`src/rtl/uart_host_link.sv`:
```
// uart_host_link: 8N1 UART link to a host with a one-byte RX holding buffer.
// Ports: in_clk/in_rst (sync, active-high) | in_uart_rx, out_uart_tx serial lines
//        data_rx/rx_done/rx_trig RX delivery handshake, out_rx_overrun, out_rx_frame_err
//        data_tx/tx_trig/tx_done/out_tx_busy TX request handshake
module uart_host_link #(
    parameter int CLK_PER_BIT = 434
) (
    input  logic       in_clk,
    input  logic       in_rst,
    input  logic       in_uart_rx,
    output logic       out_uart_tx,
    output logic [7:0] data_rx,
    output logic       rx_done,
    input  logic       rx_trig,
    input  logic [7:0] data_tx,
    input  logic       tx_trig,
    output logic       tx_done,
    output logic       out_tx_busy,
    output logic       out_rx_overrun,
    output logic       out_rx_frame_err
);
    localparam int CW = $clog2(CLK_PER_BIT);
    localparam logic [CW-1:0] FULL_BIT = CW'(CLK_PER_BIT - 1);
    localparam logic [CW-1:0] HALF_BIT = CW'(CLK_PER_BIT / 2 - 1);
    localparam logic [CW-1:0] CNT_ONE  = CW'(1);

    typedef enum logic [1:0] {S_IDLE, S_START, S_DATA, S_STOP} state_t;

    // ---------------- RX ----------------
    logic          r_sync1, r_sync2, r_rx_prev;
    state_t        r_rx_state, w_rx_next;
    logic [CW-1:0] r_rx_cnt;
    logic [2:0]    r_rx_bit;
    logic [7:0]    r_rx_shift, r_rx_buf, r_data_rx;
    logic          r_rx_full, r_rx_armed, r_rx_done;
    logic          r_frame_err, r_overrun;
    logic          w_rx_tick, w_stop_ok, w_stop_bad, w_deliver;

    always_ff @(posedge in_clk) begin
        if (in_rst) begin
            r_sync1   <= 1'b1;
            r_sync2   <= 1'b1;
            r_rx_prev <= 1'b1;
        end else begin
            r_sync1   <= in_uart_rx;
            r_sync2   <= r_sync1;
            r_rx_prev <= r_sync2;
        end
    end

    assign w_rx_tick = (r_rx_cnt == '0);

    always_comb begin
        w_rx_next = r_rx_state;
        unique case (r_rx_state)
            S_IDLE:  if (r_rx_prev && !r_sync2) w_rx_next = S_START;
            S_START: if (w_rx_tick) w_rx_next = r_sync2 ? S_IDLE : S_DATA;
            S_DATA:  if (w_rx_tick && r_rx_bit == 3'd7) w_rx_next = S_STOP;
            S_STOP:  if (w_rx_tick) w_rx_next = S_IDLE;
            default: w_rx_next = S_IDLE;
        endcase
    end

    always_ff @(posedge in_clk) begin
        if (in_rst) begin
            r_rx_state <= S_IDLE;
            r_rx_cnt   <= '0;
            r_rx_bit   <= '0;
            r_rx_shift <= '0;
        end else begin
            r_rx_state <= w_rx_next;
            // IDLE preloads the half-bit wait so START samples mid start bit
            if (r_rx_state == S_IDLE) begin
                r_rx_cnt <= HALF_BIT;
                r_rx_bit <= '0;
            end else if (w_rx_tick) begin
                r_rx_cnt <= FULL_BIT;
            end else begin
                r_rx_cnt <= r_rx_cnt - CNT_ONE;
            end
            if (r_rx_state == S_DATA && w_rx_tick) begin
                r_rx_shift <= {r_sync2, r_rx_shift[7:1]};
                r_rx_bit   <= r_rx_bit + 3'd1;
            end
        end
    end

    assign w_stop_ok  = (r_rx_state == S_STOP) && w_rx_tick && r_sync2;
    assign w_stop_bad = (r_rx_state == S_STOP) && w_rx_tick && !r_sync2;
    // a completing byte bypasses the buffer when it can be delivered at once
    assign w_deliver  = (r_rx_full || w_stop_ok) && (r_rx_armed || rx_trig);

    always_ff @(posedge in_clk) begin
        if (in_rst) begin
            r_rx_full   <= 1'b0;
            r_rx_armed  <= 1'b1;
            r_rx_done   <= 1'b0;
            r_data_rx   <= '0;
            r_rx_buf    <= '0;
            r_frame_err <= 1'b0;
            r_overrun   <= 1'b0;
        end else begin
            r_rx_done   <= w_deliver;
            r_frame_err <= w_stop_bad;
            if (w_deliver) begin
                r_data_rx  <= r_rx_full ? r_rx_buf : r_rx_shift;
                r_rx_armed <= 1'b0;
            end else if (rx_trig) begin
                r_rx_armed <= 1'b1;
            end
            if (w_stop_ok && r_rx_full && !w_deliver)
                r_overrun <= 1'b1;
            // new byte lands in the buffer if the buffer is free after this cycle
            if (w_stop_ok && (r_rx_full ? w_deliver : !w_deliver))
                r_rx_buf <= r_rx_shift;
            r_rx_full <= r_rx_full ? (w_stop_ok || !w_deliver)
                                   : (w_stop_ok && !w_deliver);
        end
    end

    assign data_rx          = r_data_rx;
    assign rx_done          = r_rx_done;
    assign out_rx_overrun   = r_overrun;
    assign out_rx_frame_err = r_frame_err;

    // ---------------- TX ----------------
    state_t        r_tx_state, w_tx_next;
    logic [CW-1:0] r_tx_cnt;
    logic [2:0]    r_tx_bit;
    logic [7:0]    r_tx_shift;
    logic          r_tx_line, r_tx_done;
    logic          w_tx_tick;

    assign w_tx_tick = (r_tx_cnt == '0);

    always_comb begin
        w_tx_next = r_tx_state;
        unique case (r_tx_state)
            S_IDLE:  if (tx_trig) w_tx_next = S_START;
            S_START: if (w_tx_tick) w_tx_next = S_DATA;
            S_DATA:  if (w_tx_tick && r_tx_bit == 3'd7) w_tx_next = S_STOP;
            S_STOP:  if (w_tx_tick) w_tx_next = S_IDLE;
            default: w_tx_next = S_IDLE;
        endcase
    end

    always_ff @(posedge in_clk) begin
        if (in_rst) begin
            r_tx_state <= S_IDLE;
            r_tx_cnt   <= '0;
            r_tx_bit   <= '0;
            r_tx_shift <= '0;
            r_tx_line  <= 1'b1;
            r_tx_done  <= 1'b0;
        end else begin
            r_tx_state <= w_tx_next;
            r_tx_done  <= (r_tx_state == S_STOP) && w_tx_tick;
            if (r_tx_state == S_IDLE) begin
                r_tx_cnt <= FULL_BIT;
                r_tx_bit <= '0;
                if (tx_trig) begin
                    r_tx_shift <= data_tx;
                    r_tx_line  <= 1'b0;
                end
            end else if (w_tx_tick) begin
                r_tx_cnt <= FULL_BIT;
                // ones shifted in behind the data become the stop bit
                if (r_tx_state != S_STOP) begin
                    r_tx_line  <= r_tx_shift[0];
                    r_tx_shift <= {1'b1, r_tx_shift[7:1]};
                end
                if (r_tx_state == S_DATA)
                    r_tx_bit <= r_tx_bit + 3'd1;
            end else begin
                r_tx_cnt <= r_tx_cnt - CNT_ONE;
            end
        end
    end

    assign out_uart_tx = r_tx_line;
    assign tx_done     = r_tx_done;
    assign out_tx_busy = (r_tx_state != S_IDLE);

endmodule

```
`config.mk`:
```
export PLATFORM = sky130hd
export DESIGN_NAME = uart_host_link
export DESIGN_NICKNAME = d
export VERILOG_FILES = /design/src/rtl/uart_host_link.sv
export SDC_FILE = /design/constraint.sdc
export NUM_CORES = 1
export LEC_CHECK = 0
export ABC_AREA = 1
export CAP_MARGIN = 20
export CORE_MARGIN = 1
export CORE_UTILIZATION = 60
export CTS_CLUSTER_SIZE = 20
export DETAILED_ROUTE_END_ITERATION = 6
export DONT_BUFFER_PORTS = 1
export PLACE_DENSITY = 0.86
export SYNTH_ARGS = -nofsm -noshare
export SYNTH_HDL_FRONTEND = slang
export SYNTH_SLANG_ARGS = --single-unit
```
`constraint.sdc`:
```
create_clock -name in_clk -period 2.55 [get_ports in_clk]
set_clock_uncertainty 0.1 [all_clocks]
set_input_delay 0.51 -clock in_clk [delete_from_list [all_inputs] [get_ports in_clk]]
set_output_delay 0.51 -clock in_clk [all_outputs]
set_load 0.05 [all_outputs]
```
# Word-level counts from Yosys, hierarchy flattened

Index checks and enable logic that the tools add are counted.
Widths: inputs -> output; s select.

Logic and storage cells: 109
Register bits: 70
Output and inout port bits: 14

Add/sub/neg operators: 4
Reductions and logical operators: 35
Multiplexer cells: 30
Equal/unequal tests: 17

Operators by type and width:

| cell                | count |
|---|---|
| $mux 8              | 6 |
| $mux 9              | 3 |
| $logic_not 9->1     | 2 |
| $mux 2              | 9 |
| $ne 2x2->1 const B  | 9 |
| $sub 9x1->9 const B | 2 |
| $pmux 2 s4          | 2 |
| $logic_and 1x1->1   | 13 |
| $reduce_bool 2->1   | 5 |
| $eq 2x2->1 const B  | 4 |
| $mux 1              | 8 |
| $reduce_and 4->1    | 2 |
| $add 3x1->3 const B | 2 |
| $eq 3x3->1 const B  | 2 |
| $mux 3              | 2 |
| $reduce_or 3->1     | 2 |
| $eq 2x1->1 const B  | 2 |
| $logic_not 2->1     | 2 |
| $reduce_or 2->1     | 2 |
| $logic_or 1x1->1    | 3 |
| $reduce_and 3->1    | 1 |
| $logic_not 1->1     | 2 |
| $reduce_and 2->1    | 1 |

# Longest topological paths before layout

Word-level depth: 8
Gate-level depth with buffers: 11

# Worst setup path before layout

No wires, ideal clock.

Path type: register to register
Start: register r_tx_state[0]
End: register r_tx_shift[7]
Stages on the path, launching flop included: 10
Path buffers: 2
Clock period less this slack: 2.129 ns
Setup slack: 0.421 ns
Arrival time: 1.958 ns
Data required time: 2.379 ns
Cells stage by stage: dfxtp_1 -> inv_1 -> ha_1 -> inv_1 -> clkbuf_1 -> nand2_2 -> nand2_2 -> buf_4 -> nand2_1 -> a21oi_1

Cells in the longest elaborated chain, start to end: 3
Elaborated cells between the ends (all ways): 7
Classes of those cells: eq/ne (2); mux (1); reduce/logical (4)

RTL lines:

| element                                                   | RTL line | source |
|---|---|---|
| start, declared                                           | 127      | `state_t r_tx_state, w_tx_next;` |
| start signal, assigned                                    | 156      | `r_tx_state <= w_tx_next;` |
| $ne 2x2->1 or $logic_not 2->1 (tied branches)             | 168, 158 |  |
| $reduce_bool 2->1 (no line) or $ne 2x2->1 (tied branches) | n/a      |  |
| $reduce_and 3->1 (no line)                                | n/a      |  |
| end signal, assigned                                      | 162      | `r_tx_shift <= data_tx;` |
| end signal, assigned                                      | 170      | `r_tx_shift <= {1'b1, r_tx_shift[7:1]};` |
| end, declared                                             | 130      | `logic [7:0] r_tx_shift;` |

Parallel ways exist; a longest one is shown, timed or not.
A chain may end at the register's enable or synchronous reset.

# Final worst setup path

Start: register r_tx_state[0]
End: output out_tx_busy

Cells in the longest elaborated chain, start to end: 1

RTL lines:

| element           | RTL line | source |
|---|---|---|
| $reduce_bool 2->1 | 182      | `assign out_tx_busy = (r_tx_state != S_IDLE);` |
| end, declared     | 18       | `output logic out_tx_busy,` |

No other way between the ends.

==> results.sh <==
export IMPL_cts_hold_buffers=0
export IMPL_start_util_pct=62.2
export IMPL_die_w_um=74.5
export IMPL_die_area_um2=5550
export IMPL_hpwl_mm=3.94
export IMPL_gp_congestion=0.809
export IMPL_start_kind="register"
export IMPL_reg2regPathDepth=8
export IMPL_synth_seq_cells=70
export IMPL_rows=26
export IMPL_die_h_um=74.5
export IMPL_grt_max_degree=24
export IMPL_port_buffers=0
export IMPL_whs_endpoint="r_rx_bit[2]"
export IMPL_cts_path_max_buffers=2
export IMPL_drtIter0Drc=141
export IMPL_cts_root_buffer="clkbuf_8"
export IMPL_power_frac_seq_pct=44.3
export IMPL_synth_cells=438
export IMPL_synth_area_leaders="dfxtp_1 44%, nand2_1 11%, nor2_1 8.7%"
export IMPL_cellPowerDensity_nw_per_um2=913
export IMPL_finish_net_count=463
export IMPL_p_leak_uw=0.00153
export IMPL_final_antenna_net_count=0
export IMPL_power_switching_uw=1050
export IMPL_grt_usage_pct=22.8
export IMPL_finalPower_uw=3100
export IMPL_diodes=0
export IMPL_whs_path_depth=1
export IMPL_clkTransAtPathRegs_ns=0.07
export IMPL_setup_worst_path_class="reg -> out"
export IMPL_r2r_start="r_tx_state[0]"
export IMPL_min_from="in_rst"
export IMPL_worstMarginPinSlew_ns=0.557
export IMPL_cap_viol_max_count=0
export IMPL_crit_fanout=11
export IMPL_synth_top_area_share_pct=44.4
export IMPL_clock_sinks=70
export IMPL_worst_skew_pair_late_latency_ns=0.34
export IMPL_regToRegEndpoint="out_uart_tx"
export IMPL_core_um2=5070
export IMPL_cts_resized=0
export IMPL_grt_setup_unrepaired="false"
export IMPL_worstSetupEndpointType="primary output"
export IMPL_via_per_inst=4.98
export IMPL_layout_common_cells="92 x nand2_1, 73 x nor2_1, 70 x dfxtp_1"
export IMPL_slew_headroom_pct=62.7
export IMPL_p_int_uw=2040
export IMPL_cts_buffers=9
export IMPL_cts_setup_buffers=0
export IMPL_syn_avg_cell_area_um2=7.20
export IMPL_rrSetupSlack_ns=0.42
export IMPL_power_frac_comb_pct=26.9
export IMPL_yosysSeqAreaShare_pct=44.4
export IMPL_area_delta_synth_final_pct=7.46
export IMPL_required_ns=1.94
export IMPL_p_clk_share_pct=28.8
export IMPL_status="complete, no violations"
export IMPL_drtPass1Iterations=4
export IMPL_tritoncts="built"
export IMPL_layout_commonest_cell="nand2_1"
export IMPL_ys_warn_count=0
export IMPL_fin_setup_tns_ns=0
export IMPL_ctsHtreeMaxLevel=3
export IMPL_grt_pass1_vias=2360
export IMPL_grt_pass1_wl_mm=9.69
export IMPL_final_max_slew_violation_count=0
export IMPL_io_pins=27
export IMPL_vdd_drop_max_v=0.000517
export IMPL_fin_crit_ns=2.19
export IMPL_p_sw_share_pct=34.0
export IMPL_min_period_over_period_pct=85.8
export IMPL_num_vias=2545
export IMPL_drive_above_1_share_pct=8.39
export IMPL_synth_nets=462
export IMPL_finalHoldViolCount=0
export IMPL_antenna_found_initial=0
export IMPL_yosysTopAreaCell="dfxtp_1"
export IMPL_hold_path_class="in -> reg"
export IMPL_drc=0
export IMPL_wirelength_mm=5.58
export IMPL_cp_arrival_ns=1.58
export IMPL_post_drt_wl_per_cell_um=10.9
export IMPL_ys_types=29
export IMPL_finalSetupViolCount=0
export IMPL_grt_overflow=0
export IMPL_fmax_mhz=457
export IMPL_netlist_area_um2=3150
critical path: stages, from the launching register on:
cell and delay [ns]:
dfxtp_1 0.37, inv_1 0.09, ha_1 0.33, inv_1 0.18
buf_4 0.27
registers in the layout (all words and copies together), names as in the netlist, named ones only:
name              cells
r_rx_state            1
data_rx               8
r_rx_shift            8
r_rx_full             1
tx_done               1
r_tx_cnt              9
r_sync1               1
out_rx_frame_err      1
r_sync2               1
r_rx_cnt              9
r_tx_shift            8
r_rx_bit              3
r_tx_bit              3
r_tx_state            2
r_rx_prev             1
r_rx_buf              8
out_rx_overrun        1
r_rx_armed            1
rx_done               1
out_uart_tx           1
per-layer routing:
layer	global-route usage, %	up-vias	wire length (um)
li1	-	1376	-
met1	27.9	1131	2680
met2	36.5	32	2630
met3	9.49	6	229
met4	7.34	0	51
met5	0	-	0
synthesized netlist by cell type, drive strengths merged:
master / instances
nand2: 99
nor2: 77
dfxtp: 70
inv: 54
o21ai: 36
a21oi: 32
nand3: 23
ha: 11
clkbuf: 8
or2: 7
buf: 5
a31oi: 3
nand4: 2
nor3: 2
o31ai: 2
xnor2: 2
and2: 1
clkinv: 1
o211ai: 1
o21bai: 1
xor2: 1
cell families (layout without fill, tap and decap cells):
kind of cell	after synthesis	after routing	synth area share, %
AOI/OAI and AO/OA	75	75	12.3
buffers and inverters	68	71	8.77
and+or+nand+nor	211	211	29.3
DFF	70	70	44.4
adders and majority gates	11	11	4.36
xor gates and xnor gates	3	3	0.833
power groups by stage:
stage               combinational, uW  sequential [uW]  clock [uW]
floorplan                         709             1370           0
global placement                  803             1380           0
detailed placement                830             1390           0
CTS                               833             1370         911
global route                      968             1390         970
finish                            834             1370         890
area by class of cell:
cell class              count  area, um2
inverters                  55        206
clock buffers              12        165
clock inverters             1       30.0
well taps                  70       87.6
multi-input cells         300       1480
flip-flops and latches     70       1400
repair buffers              3       22.5
fillers                   440       1690
how the worst max path moves through the flow:
stage | end | cells past startpoint | from | slack [ns]
floorplan | r_tx_shift[7] | 9 | r_tx_state[0] | 0.42
global placement | out_uart_tx | 8 | r_tx_state[0] | 0.57
detailed placement | out_uart_tx | 8 | r_tx_state[0] | 0.45
CTS | out_tx_busy | 4 | r_tx_state[0] | 0.36
global route | r_tx_shift[4] | 8 | r_tx_state[0] | 0.17
finish | out_tx_busy | 4 | r_tx_state[0] | 0.36
through the flow:
step	setup slack (ns)	utilization (%)	cell area, um2	hold slack (ns)	cells
2_1_floorplan	0.421	-	3150	0.289	438
3_3_place_gp	0.571	62.9	3190	0.307	498
3_5_place_dp	0.448	62.9	3190	0.323	498
4_1_cts	0.356	66.8	3390	0.118	511
5_1_grt	0.168	66.8	3390	0.106	511
6_report	0.363	66.8	3390	0.130	511
No activity file was read; power rests on OpenSTA's default activity.
